`src/rtl/arb_pkg.sv`:
```
// Shared types and helpers for the round-robin arbiter family.
package arb_pkg;

    typedef enum logic {ARB_IDLE, ARB_LOCKED} arb_state_t;

    // Index of the set bit in a one-hot mask (up to 16 requesters).
    // The result is 0 when the mask is all zero.
    function automatic logic [3:0] onehot_to_idx(input logic [15:0] oh);
        logic [3:0] idx;
        idx = '0;
        for (int i = 0; i < 16; i++) begin
            if (oh[i]) idx = idx | 4'(i);
        end
        return idx;
    endfunction

    // Rotate the low n bits of m left by sh positions; bits at n and above are cleared.
    function automatic logic [15:0] rotl(input logic [15:0] m, input int unsigned sh,
                                         input int unsigned n);
        logic [15:0] r;
        r = '0;
        for (int i = 0; i < 16; i++) begin
            if (i < int'(n)) r[(i + int'(sh)) % int'(n)] = m[i];
        end
        return r;
    endfunction

endpackage

```
`src/rtl/rr_pick.sv`:
```
// Combinational round-robin pick: first set request at or after i_ptr, circularly.
module rr_pick
    import arb_pkg::*;
#(
    parameter int N_REQ = 4,
    localparam int PW   = $clog2(N_REQ)
) (
    input  logic [N_REQ-1:0] i_req,
    input  logic [PW-1:0]    i_ptr,
    output logic [N_REQ-1:0] o_onehot,
    output logic [PW-1:0]    o_idx,
    output logic             o_any
);

    logic [2*N_REQ-1:0] w_dbl;
    logic [2*N_REQ-1:0] w_hit;
    logic               w_found;

    // Search the doubled request vector from i_ptr upward. The window ptr..ptr+N-1
    // always contains every requester once, so the wrap falls out of the doubling.
    always_comb begin
        w_dbl   = {i_req, i_req};
        w_hit   = '0;
        w_found = 1'b0;
        for (int i = 0; i < 2*N_REQ; i++) begin
            if (!w_found && w_dbl[i] && (i >= int'(i_ptr))) begin
                w_hit[i] = 1'b1;
                w_found  = 1'b1;
            end
        end
    end

    assign o_onehot = w_hit[N_REQ-1:0] | w_hit[2*N_REQ-1:N_REQ];
    assign o_idx    = PW'(onehot_to_idx(16'(o_onehot)));
    assign o_any    = |i_req;

endmodule

```
`src/rtl/rr_arb_locked.sv`:
```
// Round-robin arbiter sharing one valid/ready stream; a grant is held for a whole packet.
module rr_arb_locked
    import arb_pkg::*;
#(
    parameter int N_REQ  = 4,
    parameter int DATA_W = 32,
    localparam int PW    = $clog2(N_REQ)
) (
    input  logic                    i_clk,
    input  logic                    i_arst,
    input  logic [N_REQ-1:0]        i_req_valid,
    input  logic [N_REQ*DATA_W-1:0] i_req_data,
    input  logic [N_REQ-1:0]        i_req_last,
    output logic [N_REQ-1:0]        o_req_ready,
    output logic                    o_out_valid,
    output logic [DATA_W-1:0]       o_out_data,
    output logic                    o_out_last,
    input  logic                    i_out_ready,
    output logic [N_REQ-1:0]        o_gnt,
    output logic                    o_busy
);

    arb_state_t        r_state;
    logic [PW-1:0]     r_ptr;
    logic [PW-1:0]     r_idx;
    logic [N_REQ-1:0]  r_gnt;

    logic [N_REQ-1:0]  w_pick_oh;
    logic [PW-1:0]     w_pick_idx;
    logic              w_pick_any;
    logic              w_locked;
    logic              w_gvalid;
    logic              w_glast;
    logic [DATA_W-1:0] w_gdata;
    logic              w_release;

    rr_pick #(.N_REQ(N_REQ)) u_pick (
        .i_req    (i_req_valid),
        .i_ptr    (r_ptr),
        .o_onehot (w_pick_oh),
        .o_idx    (w_pick_idx),
        .o_any    (w_pick_any)
    );

    assign w_locked = (r_state == ARB_LOCKED);

    // Select the granted requester's beat; everything reads zero when not locked.
    always_comb begin
        w_gvalid = 1'b0;
        w_glast  = 1'b0;
        w_gdata  = '0;
        for (int i = 0; i < N_REQ; i++) begin
            if (w_locked && (r_idx == PW'(i))) begin
                w_gvalid = i_req_valid[i];
                w_glast  = i_req_last[i];
                w_gdata  = i_req_data[i*DATA_W +: DATA_W];
            end
        end
    end

    // Lock ends only when the last beat is actually handed downstream.
    assign w_release = w_gvalid & w_glast & i_out_ready;

    // FSM, grant register and priority pointer; pointer moves past each winner.
    always_ff @(posedge i_clk or posedge i_arst) begin
        if (i_arst) begin
            r_state <= ARB_IDLE;
            r_ptr   <= '0;
            r_idx   <= '0;
            r_gnt   <= '0;
        end else begin
            case (r_state)
                ARB_IDLE: begin
                    if (w_pick_any) begin
                        r_state <= ARB_LOCKED;
                        r_gnt   <= w_pick_oh;
                        r_idx   <= w_pick_idx;
                        // Explicit wrap so non-power-of-two N_REQ never leaves the legal range.
                        r_ptr   <= (w_pick_idx == PW'(N_REQ-1)) ? '0 : w_pick_idx + PW'(1);
                    end
                end
                default: begin
                    if (w_release) begin
                        r_state <= ARB_IDLE;
                        r_gnt   <= '0;
                    end
                end
            endcase
        end
    end

    assign o_out_valid = w_gvalid;
    assign o_out_data  = w_gdata;
    assign o_out_last  = w_gvalid & w_glast;
    assign o_req_ready = (w_locked && i_out_ready) ? r_gnt : '0;
    assign o_gnt       = r_gnt;
    assign o_busy      = w_locked;

endmodule
```
`config.mk`:
```
export PLATFORM = sky130hd
export DESIGN_NAME = rr_arb_locked
export DESIGN_NICKNAME = d
export VERILOG_FILES = /design/src/rtl/arb_pkg.sv /design/src/rtl/rr_pick.sv /design/src/rtl/rr_arb_locked.sv
export SDC_FILE = /design/constraint.sdc
export NUM_CORES = 1
export LEC_CHECK = 0
export ABC_AREA = 1
export BUFFER_PORTS_ARGS = -buffer_cell sky130_fd_sc_hd__buf_2
export CAP_MARGIN = 20
export CORE_MARGIN = 4
export CORE_UTILIZATION = 36
export CTS_CLUSTER_SIZE = 20
export DETAILED_ROUTE_END_ITERATION = 10
export PLACE_DENSITY = 0.87
export SYNTH_ARGS = -nofsm -noshare
export SYNTH_HDL_FRONTEND = slang
export SYNTH_SLANG_ARGS = --single-unit
```
`constraint.sdc`:
```
create_clock -name i_clk -period 2.5 [get_ports i_clk]
set_input_delay 0.375 -clock i_clk [delete_from_list [all_inputs] [get_ports i_clk]]
set_output_delay 0.375 -clock i_clk [all_outputs]
set_load 0.1 [all_outputs]
```
### Word level (Yosys, flattened, before mapping)

Cells that the tools add are included.

* bits of input ports: 139
* memories: 0
* bits in latches: 0
* logic and storage cells: 81
* memory bits (writable): 0
* memory bits (read-only): 0
* output and inout port bits: 43
* flip-flop bits (word level): 9

* equality and inequality tests: 5
* bitwise gates (word level): 4
* add/subtract/negate cells: 1
* multiplexer cells: 37
* $lt $le $gt $ge: 3
* reduce and logical (&&, ||, !) cells: 27
* shift-type cells: 0
* multiply operators: 0
* div/mod/pow operators: 0

Operators with widths (count)
* two-way mux 32 bit: 4
* two-way mux 1 bit: 26
* two-way mux 4 bit: 4
* logical AND 1 bit: 15
* zero test 1 bit: 7
* equality test 2 bit (second input constant): 3
* two-way mux 2 bit: 3
* greater-or-equal comparator 1 x 2 -> 1 bit (first input constant): 2
* OR 4 bit: 1
* AND reduction 2 bit: 2
* OR reduction 4 bit: 1
* adder 2 x 1 -> 2 bit (second input constant): 1
* bitwise AND 1 bit: 2
* equality test 2 x 1 -> 1 bit (second input constant): 1
* greater-or-equal comparator 2 bit (first input constant): 1
* zero test 2 bit: 1
* inequality test 2 x 1 -> 1 bit (second input constant): 1
* nonzero test 2 bit: 1
* inverter 1 bit: 1

### Depth between registers and ports, before layout

Gate-level depths: netlist of the first run.

* word-level depth: 32
* depth in mapped cells: 10
* depth with buffers taken out: 9

### Cells and area by module

From an unflattened synthesis of the first run, not the netlist that was laid out.

* cells, all modules: 247
* area, all modules: 1559.0 µm²

By module, submodules not included
* rr_arb_locked: times used 1, seq. area each 225.2 µm², cells each 223, area an instance 1420.1 µm²
* rr_pick: times used 1, seq. area each 0.0 µm², cells each 24, area an instance 138.9 µm²

### Worst setup path after synthesis of the first run

Ideal clock, no wire load.

* path type: reg-to-output
* start: register r_state (netlist: o_busy)
* end: output o_out_valid
* setup slack: -1.683 ns
* buffers on the path: 2
* cell stages (with the launch flop): 7
* arrival: 3.808 ns
* cells stage by stage: dfrtp_1 buf_4 nand2_4 nor2_4 inv_2 buf_6 o21ai_0

* longest elaborated chain between the ends: 5
* elaborated cells on any way between the ends: 8
* those cells by class: mux: 4; reduce/logical: 4

RTL lines
* from (decl): RTL line rr_arb_locked.sv:23 `arb_state_t r_state;`
* from (signal assigned): RTL line rr_arb_locked.sv:67 `r_state <= ARB_IDLE;`
* from (signal assigned): RTL line rr_arb_locked.sv:75 `r_state <= ARB_LOCKED;`
* from (signal assigned): RTL line rr_arb_locked.sv:84 `r_state <= ARB_IDLE;`
* logical AND 1 bit: RTL line rr_arb_locked.sv:53 `if (w_locked && (r_idx == PW'(i))) begin`
* two-way mux 1 bit (3 in series): RTL line rr_arb_locked.sv:53
* two-way mux 1 bit *: RTL line rr_arb_locked.sv:53
* to (decl): RTL line rr_arb_locked.sv:15 `output logic o_out_valid,`

Every way passes the cells marked *; elsewhere a longest branch is shown, timed or not.

### Worst setup path in the final report of the first run

* start: register r_idx[0]
* end: output o_out_data[8]

* longest elaborated chain between the ends: 6
* elaborated cells on any way between the ends: 12
* those cells by class: eq/ne: 3; mux: 4; reduce/logical: 5

RTL lines
* from (decl): RTL line rr_arb_locked.sv:25 `logic [PW-1:0] r_idx;`
* from (signal assigned): RTL line rr_arb_locked.sv:77 `r_idx <= w_pick_idx;`
* zero test 2 bit: RTL line rr_arb_locked.sv:53
* logical AND 1 bit: RTL line rr_arb_locked.sv:53
* two-way mux 32 bit (3 in series): RTL line rr_arb_locked.sv:53
* two-way mux 32 bit *: RTL line rr_arb_locked.sv:53
* to (decl): RTL line rr_arb_locked.sv:16 `output logic [DATA_W-1:0] o_out_data,`

Marked as above.

==> impl_metrics.py, run 1 <==
metrics = {
    "detailed_routing": {
        "wl_um": 8516,
        "ant_nets": 0,
        "num_vias": 2763,
        "post_drt_wl_per_cell_um": 18.27,
        "viasPerCell": 5.929,
        "dr.pass1.iters": 5,
        "drt_iter0_markers": 212,
        "drc": 0,
    },
    "clock_tree": {
        "clockRootBuffer": "clkbuf_8",
        "cts_buffers": 3,
        "clk_pin_slew_ns": 0.05,
        "cts.path.max_buffers": 2,
        "cts_htree_levels": 1,
        "cts_hold_buf": 0,
        "post-cts-setup-buffers": 0,
        "clk_latency_ns": 0.24,
        "cts_tree": "done",
        "cts_resized": 0,
        "cts_sinks": 9,
    },
    "setup_path": {
        "cp-start-kind": "register",
        "required_ns": 2.12,
        "worstPathArrival_ns": 1.99,
        "cp_max_fo": 18,
        "critPathKind": "reg -> out",
        "cpMaxStageDelayCell": "dfrtp_1",
        "endpoint_kind": "output port",
        "cpPeakStageDelay_ns": 0.57,
        "cp_common_cell": "inv_2",
        "path_cells": "inv_2, nand2_4, inv_2, a22oi_1, nand3_2, buf_12",
    },
    "flow_run": {
        "max-cap-violations": 0,
    },
    "global_route": {
        "grt.total_usage_pct": 30.36,
        "grt_pass1_wl_um": 12900,
        "antenna_found_initial": 0,
        "grt_max_degree": 74,
        "grt.overflow.total": 0,
        "grt_pass1_vias": 2771,
    },
    "sta": {
        "tns_ns": 0,
        "worst_pin_slew_ns": 0.4915,
        "grt_setup_unrepaired": "false",
        "post-route-min-period_ns": 2.369,
        "slew_headroom_pct": 67.46,
        "setup_viol": 0,
        "skew_ns": 0.0005162,
        "finalHoldViolations": 0,
        "fin_crit_sh_pct": 94.77,
        "whs_ns": 0.09305,
        "fmax_mhz": 422.1,
        "finalMaxSlewViolations": 0,
    },
    "finish": {
        "fin_nets": 556,
        "multi_input_area_sq_mm": 0.001446,
        "syn2layout_area_growth_pct": 121.9,
        "ff_latch_area_sq_um": 229.0,
        "num_antenna_cells": 0,
        "drive_above_1_share_pct": 58.65,
        "fillers": 257,
    },
    "placed_design": {
        "gp_congestion": 0.9379,
        "portBuffers": 181,
        "hpwl_um": 6865,
    },
    "synthesis": {
        "synth_area_leader_cell": "nand3_1",
        "ys_top_cells_by_area": "nand3_1 (20%), dfrtp_1 (15%), nand4_1 (15%)",
        "syn_nets": 386,
        "ys_ff_latch": 9,
        "synthCells": 247,
        "ys_seq_area_share_pct": 14.95,
        "yosysTopAreaCellShare_pct": 20.27,
        "synthDistinctLibCells": 23,
        "syn_area_per_cell_sq_um": 6.099,
        "ys_warn_count": 0,
        "synth.cell_area_sq_mm": 0.001506,
    },
    "floorplanning": {
        "io_pins": 182,
        "row_count": 23,
        "fp.dieH_um": 72.69,
        "die_area_sq_mm": 0.005284,
        "core_sq_mm": 0.004029,
        "die_x_um": 72.69,
        "start_util_pct": 37.39,
    },
    "min_path": {
        "min-delay-path-class": "in -> async",
    },
    "status": {
        "status": "finished clean",
    },
}
==> critical path: cells and delay by family, from the launching register on <==
| kind | cells | cell delay (ns) |
|---|---|---|
| AND/OR/NAND/NOR | 2 | 0.38 |
| buffers and inverters | 3 | 0.51 |
| AO/OA/AOI/OAI | 1 | 0.28 |
| flip-flops | 1 | 0.57 |
==> worst paths after layout <==
path	cells after the start	startpoint	end	slack, ns
min in group i_clk	3	i_req_valid[3]	o_gnt[3]	0.45
worst max-delay path	6	r_idx[0]	o_out_data[8]	0.13
worst min-delay path	2	i_arst	o_gnt[3]	0.09
worst max register to register	8	r_idx[0]	o_gnt[0]	0.71
max in group asynchronous	2	i_arst	o_busy	2.11
worst min register to register	2	o_gnt[1]	o_gnt[1]	0.53
==> cells in the final DEF, fill, tap and decap left out, types with 2 or more instances in the layout <==
cell type,netlist,final
o21ai_0,5,4
nand4_1,35,35
inv_1,15,15
nand3_1,61,45
o22ai_1,16,16
buf_4,1,6
buf_12,0,35
nand2_1,23,23
dfrtp_1,9,8
nand2_4,2,2
nor2_1,10,6
a22oi_1,17,17
nor2_2,3,7
a31oi_4,0,16
nand3_2,1,17
inv_2,6,6
clkbuf_8,0,3
buf_2,9,147
==> cell type report <==
class | instances | area share (%)
Multi-Input combinational cell | 194 | 43.26
Timing Repair Buffer | 188 | 44.31
Sequential cell | 9 | 6.849
Tap cell | 50 | 1.871
Clock buffer | 4 | 1.347
Inverter | 21 | 2.358
==> cell families (layout without fill, tap and decap cells) <==
| group | count (synthesis) | after routing | synth area share (%) |
|---|---|---|---|
| compound gates | 58 | 58 | 25.41 |
| buf+inv | 44 | 213 | 12.46 |
| flops | 9 | 9 | 14.95 |
| simple gates | 136 | 136 | 47.18 |
==> registers in the layout, indices dropped and copies added, names as in the netlist <==
| register | flops |
|---|---|
| o_busy | 1 |
| o_gnt | 4 |
| r_ptr | 2 |
| r_idx | 2 |
==> synthesized netlist by cell type <==
master and instances:
nor2_1 10, o22ai_1 16, nand3_2 1, inv_2 6, nor2_2 3, a31oi_1 16, nand3_1 61, dfrtp_1 9
nand2_4 2, buf_4 1, nand4_1 35, o21ai_0 5, a22oi_1 17, a31oi_2 1, o21ai_1 1, inv_1 15
buf_2 9, a21boi_0 1, nand2_1 23, clkbuf_1 12, a21oi_1 1, buf_6 1, nor2_4 1
==> stage by stage <==
step                      worst slack (ns)  cell area (sq um)  utilization, %  instances
final                               0.1307               3343           82.98        466
after global routing               0.03872               3343           82.98        466
after floorplan                   -0.03105               1864               -        247
after detailed placement            0.4276               3298           81.86        462
after CTS                           0.1654               3343           82.98        466
after global placement              0.5620               3298           81.86        462
==> routing by layer <==
layer / global-route usage (%) / vias up / wire, um
met2: 55.81 / 180 / 4437
met4: 9.836 / 0 / 240
met3: 6.612 / 23 / 834
met5: 0 / - / 0
met1: 34.42 / 1278 / 3004
li1: - / 1282 / -
Power of run 1 is left out: the tool's default activity adds up to more than one toggle a clock period on the data nets, which glitch-free logic cannot reach.
==> inputs of run 2 (changes only) <==
--- a/config.mk
+++ b/config.mk
@@ -13,6 +13,7 @@
 export CTS_CLUSTER_SIZE = 20
 export DETAILED_ROUTE_END_ITERATION = 10
 export PLACE_DENSITY = 0.87
+export RECOVER_POWER = 25
 export SYNTH_ARGS = -nofsm -noshare
 export SYNTH_HDL_FRONTEND = slang
 export SYNTH_SLANG_ARGS = --single-unit
==> impl_metrics.py, run 2 (synthesized netlist as in run 1, its figures left out) <==
metrics = {
    "status": {
        "status": "finished clean",
    },
    "floorplanning": {
        "start_util_pct": 37.39,
        "core_sq_mm": 0.004029,
        "die_area_sq_mm": 0.005284,
        "die_x_um": 72.69,
        "fp.dieH_um": 72.69,
        "row_count": 23,
        "io_pins": 182,
    },
    "finish": {
        "finalNonFillerCells": 466,
        "fin_nets": 556,
        "stdcell_area_sq_mm": 0.003332,
        "final_common_cell": "buf_2",
        "largest_reg_flops": 4,
        "syn2layout_area_growth_pct": 121.2,
        "num_antenna_cells": 0,
        "final_cell_mix": "buf_2 (143), nand3_1 (45), nand4_1 (35), buf_12 (35), nand2_1 (23)",
        "drive_above_1_share_pct": 57.45,
    },
    "clock_tree": {
        "cts_sinks": 9,
        "cts.path.max_buffers": 2,
        "clk_latency_ns": 0.24,
        "cts_htree_levels": 1,
        "clk_pin_slew_ns": 0.05,
        "cts_resized": 0,
        "clockRootBuffer": "clkbuf_8",
        "cts_hold_buf": 0,
        "cts_buffers": 3,
        "cts_tree": "done",
        "post-cts-setup-buffers": 0,
    },
    "sta": {
        "fmax_mhz": 422.6,
        "setup_viol": 0,
        "grt_setup_unrepaired": "false",
        "post-route-min-period_ns": 2.366,
        "slew_headroom_pct": 22.71,
        "skew_ns": 0.0005471,
        "fin_crit_sh_pct": 94.65,
        "finalHoldViolations": 0,
        "layout_setup_ws_ns": 0.1339,
        "worst_pin_slew_ns": 1.164,
        "finalMaxSlewViolations": 0,
    },
    "global_route": {
        "antenna_found_initial": 0,
        "grt.overflow.total": 0,
        "grt.total_usage_pct": 30.36,
        "grt_max_degree": 74,
        "grt_pass1_wl_um": 12900,
        "grt_pass1_vias": 2771,
    },
    "placed_design": {
        "portBuffers": 181,
        "dp_cells": 462,
        "hpwl_um": 6865,
        "gp_congestion": 0.9379,
        "placed_area_sq_mm": 0.003298,
        "post-place-ws_ns": 0.4276,
    },
    "detailed_routing": {
        "dr.pass1.iters": 5,
        "viasPerCell": 5.878,
        "post_drt_wl_per_cell_um": 18.25,
        "ant_nets": 0,
        "wl_um": 8506,
        "drc": 0,
        "drt_iter0_markers": 211,
        "num_vias": 2739,
    },
    "setup_path": {
        "required_ns": 2.12,
        "crit_buf_inv": 3,
        "critPathKind": "reg -> out",
        "worstPathArrival_ns": 1.99,
        "cpMaxStageDelayCell": "dfrtp_1",
        "endpoint_kind": "output port",
        "cp_common_cell": "inv_2",
        "cpPeakStageDelay_ns": 0.56,
        "cp-start-kind": "register",
        "crit_family": "flip-flops",
        "cp_max_fo": 18,
        "path_cells": "inv_2, nand2_4, inv_2, a22oi_1, nand3_2, buf_12",
    },
    "flow_run": {
        "max-cap-violations": 0,
    },
    "min_path": {
        "min-delay-path-class": "in -> async",
    },
}
==> run 2: cell types whose count changed in the layout (fill, tap and decap cells not counted), sizes merged <==
| cell | previous run | this run |
|---|---|---|
| clkbuf | 4 | 8 |
| buf | 188 | 184 |
==> run 2: stage by stage <==
stage          TNS [ns]  utilization (%)  hold WS (ns)
6_report              0            82.70       0.09274
3_3_place_gp          0            81.86        0.3367
4_1_cts               0            82.98        0.1046
2_1_floorplan   -0.1242                -        0.2029
5_1_grt               0            82.70        0.1384
3_5_place_dp          0            81.86        0.3572
==> run 2: routing by layer <==
layer,track usage [%],part of all wire [%],up-vias
li1,-,-,1278
met1,34.42,35,1257
met2,55.81,52,181
met3,6.612,9.6,23
met4,9.836,2.8,0
met5,0,0,-
==> run 2: cell type report <==
type / count / area (sq um)
repair buffers: 188 / 1476
multi-input cells: 194 / 1440
inverters: 21 / 78.83
fillers: 262 / 696.9
flip-flops and latches: 9 / 229.0
well taps: 50 / 62.56
clock buffers: 4 / 45.04
==> run 2: worst paths after layout <==
path / startpoint / slack, ns / cells after the start / endpoint
max in group asynchronous: i_arst / 2.11 / 2 / o_busy
min: i_arst / 0.09 / 2 / o_gnt[3]
max reg2reg: r_idx[0] / 0.72 / 8 / o_gnt[0]
max: r_idx[0] / 0.13 / 6 / o_out_data[8]
min in group i_clk: i_req_valid[3] / 0.45 / 3 / o_gnt[3]
min reg2reg: o_gnt[1] / 0.53 / 2 / o_gnt[1]
Power of run 2 is left out for the same reason.
==> inputs of run 3 (changes only) <==
--- a/config.mk
+++ b/config.mk
@@ -8,11 +8,13 @@
 export ABC_AREA = 1
 export BUFFER_PORTS_ARGS = -buffer_cell sky130_fd_sc_hd__buf_2
 export CAP_MARGIN = 20
+export CORE_ASPECT_RATIO = 0.6
 export CORE_MARGIN = 4
-export CORE_UTILIZATION = 36
+export CORE_UTILIZATION = 37
+export CTS_BUF_LIST = sky130_fd_sc_hd__clkbuf_8
 export CTS_CLUSTER_SIZE = 20
 export DETAILED_ROUTE_END_ITERATION = 10
-export PLACE_DENSITY = 0.87
+export PLACE_DENSITY = 0.89
 export RECOVER_POWER = 25
 export SYNTH_ARGS = -nofsm -noshare
 export SYNTH_HDL_FRONTEND = slang
==> impl_metrics.py, run 3 (synthesized netlist as in run 1, its figures left out) <==
metrics = {
    "floorplanning": {
        "die_x_um": 90.38,
        "row_count": 17,
        "start_util_pct": 39.79,
        "die_area_sq_mm": 0.005190,
        "core_sq_mm": 0.003786,
        "io_pins": 182,
        "fp.dieH_um": 57.43,
    },
    "global_route": {
        "grt.total_usage_pct": 32.33,
        "grt.overflow.total": 0,
        "grt_pass1_vias": 2761,
        "grt_max_degree": 74,
        "grt_pass1_wl_um": 13640,
        "antenna_found_initial": 0,
    },
    "clock_tree": {
        "cts_buffers": 3,
        "clk_pin_slew_ns": 0.05,
        "cts_tree": "done",
        "cts_htree_levels": 1,
        "clk_latency_ns": 0.24,
        "post-cts-setup-buffers": 0,
        "cts_sinks": 9,
        "clockRootBuffer": "clkbuf_8",
        "cts_resized": 0,
        "cts_hold_buf": 0,
        "cts.path.max_buffers": 2,
    },
    "setup_path": {
        "r2r.worst_path.cells": 4,
        "worstPathArrival_ns": 1.90,
        "required_ns": 2.12,
        "cp-start-kind": "register",
        "path_cells": "nand2_4, inv_2, nand2_4, inv_2, a22oi_1, nand3_2, buf_12",
        "cpMaxStageDelayCell": "dfrtp_4",
        "critPathKind": "reg -> out",
        "cpPeakStageDelay_ns": 0.50,
        "endpoint_kind": "output port",
        "cp_max_fo": 18,
    },
    "placed_design": {
        "portBuffers": 181,
        "hpwl_um": 7313,
        "post-place-ws_ns": 0.4947,
        "gp_congestion": 0.9874,
    },
    "sta": {
        "worst_pin_slew_ns": 1.201,
        "tns_ns": 0,
        "post-route-min-period_ns": 2.279,
        "fin_crit_sh_pct": 91.15,
        "setup_viol": 0,
        "slew_headroom_pct": 20.29,
        "skew_ns": 0.004739,
        "layout_setup_ws_ns": 0.2212,
        "finalHoldViolations": 0,
        "finalMaxSlewViolations": 0,
        "grt_setup_unrepaired": "false",
        "fmax_mhz": 438.8,
        "whs_ns": 0.1199,
    },
    "finish": {
        "largest_reg_flops": 4,
        "final_cell_mix": "buf_2 (143), nand3_1 (45), buf_12 (36), nand4_1 (35), nand2_1 (23)",
        "drive_above_1_share_pct": 57.25,
        "fillers": 219,
        "multi_input_area_sq_mm": 0.001440,
        "final_common_cell": "buf_2",
        "num_antenna_cells": 0,
        "fin_nets": 554,
        "ff_latch_area_sq_um": 229.0,
        "syn2layout_area_growth_pct": 120.8,
    },
    "detailed_routing": {
        "drc": 0,
        "dr.pass1.iters": 5,
        "ant_nets": 0,
        "viasPerCell": 6.119,
        "drt_iter0_markers": 170,
        "num_vias": 2821,
        "wl_um": 9057,
        "post_drt_wl_per_cell_um": 19.65,
    },
    "min_path": {
        "min-delay-path-class": "in -> async",
    },
    "status": {
        "status": "finished clean",
    },
    "flow_run": {
        "max-cap-violations": 0,
    },
}
==> run 3: changes by cell type in the layout (fill, tap and decap cells not counted), sizes merged <==
cell,delta
buf,-2
clkbuf,-1
inv,+1
==> run 3: critical path: cells and delay by family (launching register included) <==
family          cells  cell delay, ns
compound gates      1            0.23
buf+inv             3            0.44
flops               1            0.50
simple gates        3            0.48
==> run 3: stage by stage <==
stage          utilization (%)  instances  area [sq um]
6_report                 87.84        461          3326
5_1_grt                  87.84        461          3326
4_1_cts                  88.14        461          3337
3_5_place_dp             86.95        457          3292
3_3_place_gp             86.95        457          3292
2_1_floorplan                -        247          1864
==> run 3: area by class of cell <==
type	instances	area share, %
timing repair buffer	186	44.32
multi-input combinational	194	43.30
sequential	9	6.885
inverter	21	2.370
tap	47	1.768
clock buffer	3	1.242
clock inverter	1	0.1129
==> run 3: final timing paths <==
path,from,to,slack [ns]
setup / recovery,o_busy,o_out_data[23],0.22
min in group i_clk,i_req_valid[3],o_gnt[3],0.46
setup reg to reg,o_busy,r_idx[0],0.62
hold reg to reg,o_gnt[1],o_gnt[1],0.54
hold / removal,i_arst,o_busy,0.12
max in group asynchronous,i_arst,o_busy,2.06
==> run 3: routing by layer <==
metal | track usage (%) | up-vias | part of all wire [%]
met5 | 0 | - | 0
met4 | 13.51 | 0 | 5.0
met3 | 8.827 | 42 | 9.5
met2 | 61.04 | 200 | 51
met1 | 34.62 | 1303 | 34
li1 | - | 1276 | -
Power of run 3 is left out for the same reason.
